--- src/rtl/acc_block_sat.sv ---
// acc_block_sat: signed sample accumulator with running and block modes.
// It has synchronous clear, a sticky overflow flag and a per-block sample counter.
// Optional build macro ACC_SAT_EN: when defined, overflowing sums clamp to the
// accumulator range. When undefined, they wrap (two's complement).
module acc_block_sat #(
  parameter  int DATA_W    = 8,
  parameter  int ACC_W     = 12,
  parameter  int BLOCK_LEN = 16,
  localparam int CNT_W     = $clog2(BLOCK_LEN + 1)
) (
  input  logic                     i_clk,
  input  logic                     i_rst,
  input  logic                     i_valid,
  input  logic signed [DATA_W-1:0] i_x,
  input  logic                     i_mode,
  input  logic                     i_clear,
  output logic signed [ACC_W-1:0]  o_acc,
  output logic                     o_valid,
  output logic [CNT_W-1:0]         o_count,
  output logic                     o_ovf
);

  localparam logic [CNT_W-1:0] LAST_IDX = CNT_W'(BLOCK_LEN - 1);

  logic                    mode_q,  mode_d;
  logic signed [ACC_W-1:0] acc_q,   acc_d;
  logic signed [ACC_W-1:0] o_acc_q, o_acc_d;
  logic                    valid_q, valid_d;
  logic [CNT_W-1:0]        count_q, count_d;
  logic                    ovf_q,   ovf_d;

  logic signed [ACC_W:0]   sum_w;
  logic                    sum_ovf;
  logic signed [ACC_W-1:0] result;

  // One-bit-wider sum of the accumulator and the sign-extended sample, plus the stored result
  always_comb begin
    sum_w   = {acc_q[ACC_W-1], acc_q} + {{(ACC_W + 1 - DATA_W){i_x[DATA_W-1]}}, i_x};
    sum_ovf = sum_w[ACC_W] != sum_w[ACC_W-1];
`ifdef ACC_SAT_EN
    if (sum_ovf) begin
      result = sum_w[ACC_W] ? {1'b1, {(ACC_W-1){1'b0}}} : {1'b0, {(ACC_W-1){1'b1}}};
    end else begin
      result = sum_w[ACC_W-1:0];
    end
`else
    result = sum_w[ACC_W-1:0];
`endif
  end

  // Next-state rules: clear (explicit or caused by a mode change) beats a sample
  always_comb begin
    mode_d  = i_mode;
    acc_d   = acc_q;
    o_acc_d = o_acc_q;
    valid_d = 1'b0;
    count_d = count_q;
    ovf_d   = ovf_q;
    if (i_clear || (i_mode != mode_q)) begin
      acc_d   = '0;
      o_acc_d = '0;
      count_d = '0;
      ovf_d   = 1'b0;
    end else if (i_valid) begin
      if (sum_ovf) begin
        ovf_d = 1'b1;
      end
      if (!mode_q) begin
        acc_d   = result;
        o_acc_d = result;
        valid_d = 1'b1;
      end else if (count_q == LAST_IDX) begin
        o_acc_d = result;
        acc_d   = '0;
        count_d = '0;
        valid_d = 1'b1;
      end else begin
        acc_d   = result;
        count_d = count_q + CNT_W'(1);
      end
    end
  end

  // State registers; reset zeroes everything and captures the current mode
  always_ff @(posedge i_clk) begin
    if (i_rst) begin
      mode_q  <= i_mode;
      acc_q   <= '0;
      o_acc_q <= '0;
      valid_q <= 1'b0;
      count_q <= '0;
      ovf_q   <= 1'b0;
    end else begin
      mode_q  <= mode_d;
      acc_q   <= acc_d;
      o_acc_q <= o_acc_d;
      valid_q <= valid_d;
      count_q <= count_d;
      ovf_q   <= ovf_d;
    end
  end

  assign o_acc   = o_acc_q;
  assign o_valid = valid_q;
  assign o_count = count_q;
  assign o_ovf   = ovf_q;

endmodule

--- config.mk ---
export PLATFORM = sky130hd
export DESIGN_NAME = acc_block_sat
export DESIGN_NICKNAME = d
export VERILOG_FILES = /design/src/rtl/acc_block_sat.sv
export SDC_FILE = /design/constraint.sdc
export NUM_CORES = 1
export LEC_CHECK = 0
export CAP_MARGIN = 20
export CORE_MARGIN = 1.5
export CORE_UTILIZATION = 50
export CTS_BUF_LIST = sky130_fd_sc_hd__clkbuf_4 sky130_fd_sc_hd__clkbuf_8
export CTS_CLUSTER_SIZE = 40
export DETAILED_ROUTE_END_ITERATION = 10
export PLACE_DENSITY_LB_ADDON = 0.05
export SYNTH_ARGS = -nofsm -noshare
export SYNTH_HDL_FRONTEND = slang
export SYNTH_SLANG_ARGS = --single-unit
--- constraint.sdc ---
create_clock -name i_clk -period 3 [get_ports i_clk]
set_input_delay 0.9 -clock i_clk [delete_from_list [all_inputs] [get_ports i_clk]]
set_output_delay 0.9 -clock i_clk [all_outputs]
set_load 0.05 [all_outputs]
==> impl_results.md <==
- Drt total wl: roughly 3800 µm
- WL/cell: 13.2 µm
- Dominant cell type by area after synthesis: dfxtp_1
- # rows: 20
- Initial antenna violation count: 0
- # hold bufs at CTS: 0
- Synthesized flop and latch total: 32
- Share of the synthesized area in the top cell type: 38.0%
- Max Clock Skew: 0.00873 ns
- Syn nets: 225
- Fin nets: 269
- Worst hold path class: reg -> reg
- Post-DP HPWL: 2940 µm
- CP Capture Type: flop
- Net Switching: 225 µW
- RSZ-0062 raised after global routing: false
- Cell with the most instances after synthesis: dfxtp_1
- Area occupied by multi-input gates: 0.00100 mm²
- Clock root cell: clkbuf_4
- Gr usage total: 23.4%
- Final setup fails: 0
- Crit start category: input port
- Max Used Layer: met4
- Clk sinks: 32
- Worst-case reg-to-reg path depth: 8
- Number of global-route vias before repair: 1,484
- Postcts setup bufs: 0
- First-pass GRT wire length: 6460 µm
- Tcrit/Tclk final: 97.6%
- CTS Buf Count: 5
- CTS Buffer Depth: 2
- Clk pwr share: between 30% and 40%
- Critical path startpoint: i_x[0]
- Ys flop type: dfxtp_1
- Area contributors post-synth: dfxtp_1 (38%), ha_1 (9.7%), a21oi_1 (8.0%)
- I/O pin cnt: 32
- Synth-to-layout area growth: 29.8%
- Internal cell power: 630 µW
- Placed Cells: 279
- Fill cells: 272
- Seq/Total Area, Yosys: 38.0%
- CTS H-tree depth: 2
- WL met1: around 1600 µm
- Design Area, Final: 0.00219 mm²
- Mux cell area share after synthesis: 0%
- Vias per cell: 5.49
- Antenna Nets Post-Route: 0
- DR iter-0 viols: 80
- GP Congestion: 0.852
- Mapped Area: 0.00168 mm²
- Adder-Cell Fraction of Synth Area: a little over a tenth
- Fmax: 342 MHz
- Slew headroom: 64.8%
- Lkg Pwr: 0.929 nW
- Vias post-DR: 1,577
- Maximum fanout along the worst path: 3
- XOR/XNOR Fraction of Synth Area: 5.20%
- RR Startpoint: acc_q[0]
- Die width: a little over 60 µm
- Synth Area in Simple Gates: roughly a fifth
- Final non-filler cell total: 287
- Effective utilization at floorplan: between 50 and 60%
- Commonest cells in the netlist: dfxtp_1 (32), nand2_1 (28), a21oi_1 (27)
- Max Cap Viol: 0
- Largest family of logic cells by synthesized area: compound AO/OA/AOI/OAI gates
- Synth Warn #: 0
- Asr flop ratio synth: 0%
- Crit Path Category: in -> reg
- Drc violations: 0
- Die footprint: 0.00373 mm²
- R2R setup slack: ~0.74 ns
- Slew @ Worst Pin: 0.527 ns
- IO Port Bufs: 31
- CTS tree: yes
- Setup tns final: 0 ns
- Gate Count Post-Synth: 198
- Mean post-synth cell area: 8.51 µm²
- Layout cell share with drive strength beyond 1: 13.2%
- Met2 WL post-DR: approximately 1900 µm
- Post-synth EDFFs: 0
- Max IR drop VDD: between 0.0002 and 0.0003 V
- Tmin final: ~2.9 ns
- CTS clk-pin slew, worst paths: 0.09 ns
- Largest net degree at the start of global routing: 22
- Reg power frac: 51.2%
- Post-synthesis compound-gate area fraction: 23.8%
- FF-to-FF End: o_ovf
- Combinational share of power: 16.9%
- CTS resizes: 0
- Slew Viols, Final: 0
- End of the critical path: o_ovf
- Final hold vios: 0
- Critical path required time: 3.23 ns
- Sequential cell area: about 640 µm²
- Sw Share: 26.4%
- Outcome: finished clean
- Clock Latency Late Sink: 0.33 ns
- Critical path data arrival time: 3.16 ns
- Remaining Overflow, GRT: 0
- Die H: 61.0 µm
- DRT Pass-1 Iters: 4
- Routed length on met3: 244 µm
- Core ar.: 0.00313 mm²
- Diodes inserted: 0
- Power density over cell area: 391 mW/mm²
- Placed cell areas: roughly 0.0021 mm²
- Synth cell types: 41
-- through the flow --
step / util (%) / setup slack (ns) / hold WS [ns] / power [mW]
global placement: 67.8 / -0.263 / 0.444 / 0.587
global route: 69.9 / 0.00129 / 0.490 / 0.900
finish: 69.9 / 0.0732 / 0.457 / 0.855
detailed placement: 67.8 / -0.288 / 0.448 / 0.591
floorplan: - / 0.165 / 0.429 / 0.537
CTS: 69.9 / 0.0748 / 0.462 / 0.864
-- how the worst min path moves through the flow --
stage,slack (ns),to,depth (start not counted),startpoint
6_report,0.46,o_acc[10],2,o_acc[10]
5_1_grt,0.49,o_acc[7],2,o_acc[7]
4_1_cts,0.46,o_acc[10],2,o_acc[10]
3_5_place_dp,0.45,o_acc[8],2,o_acc[8]
3_3_place_gp,0.44,o_acc[7],2,o_acc[7]
2_1_floorplan,0.43,acc_q[9],2,acc_q[9]
-- layer usage --
layer	up-vias	GRT usage, %
met5	-	0
met4	0	9.01
met3	8	6.72
met2	44	39.4
met1	736	28.4
li1	789	-
-- state kept, by name, indices dropped and copies added, names as in the netlist --
register,count
acc_q,12
o_acc,12
o_count,5
mode_q,1
o_ovf,1
o_valid,1
-- critical path, cell delays in order --
cell and delay [ns]:
clkdlybuf4s50_1 0.40, ha_1 0.22, fa_1 0.40, a211o_2 0.36
and2_1 0.15, a31o_2 0.20, a221oi_2 0.28, xor2_1 0.16
o21ai_1 0.06
-- power groups by stage --
stage	registers, mW	logic, mW	clock network [mW]
after floorplan	0.457	0.0798	0
after global placement	0.448	0.140	0
after detailed placement	0.448	0.143	0
after CTS	0.438	0.144	0.281
after global routing	0.439	0.158	0.303
final	0.438	0.144	0.273
-- layout by cell type (no fill, tap or decap), types with 2 or more instances in the layout --
| master | n |
|---|---|
| a21o_1 | 2 |
| a21o_2 | 2 |
| a21oi_1 | 27 |
| a22o_1 | 4 |
| and2_1 | 4 |
| buf_4 | 13 |
| clkbuf_4 | 7 |
| clkdlybuf4s50_1 | 31 |
| dfxtp_1 | 32 |
| ha_1 | 13 |
| inv_1 | 3 |
| nand2_1 | 28 |
| nand3_1 | 7 |
| nor2_1 | 18 |
| nor2b_1 | 6 |
| nor3_1 | 2 |
| o21a_1 | 3 |
| o21ai_0 | 6 |
| or2_2 | 2 |
| or3_1 | 2 |
| xnor2_1 | 3 |
| xor2_1 | 7 |
-- cell type report --
type                       count  share of cell area [%]
multi-input combinational    156                    46.0
sequential                    32                    29.3
timing repair buffer          44                    18.7
clock buffer                   8                    3.03
tap                           44                    2.52
inverter                       3                   0.515
-- logic make-up (layout without fill, tap and decap cells) --
logic type,Yosys count,after routing
buffers and inverters,10,55
xor gates and xnor gates,10,10
adders and majority gates,14,14
AOI/OAI and AO/OA,59,59
and+or+nand+nor,73,73
DFF,32,32
Note: power is estimated with default switching activity, not from simulation.
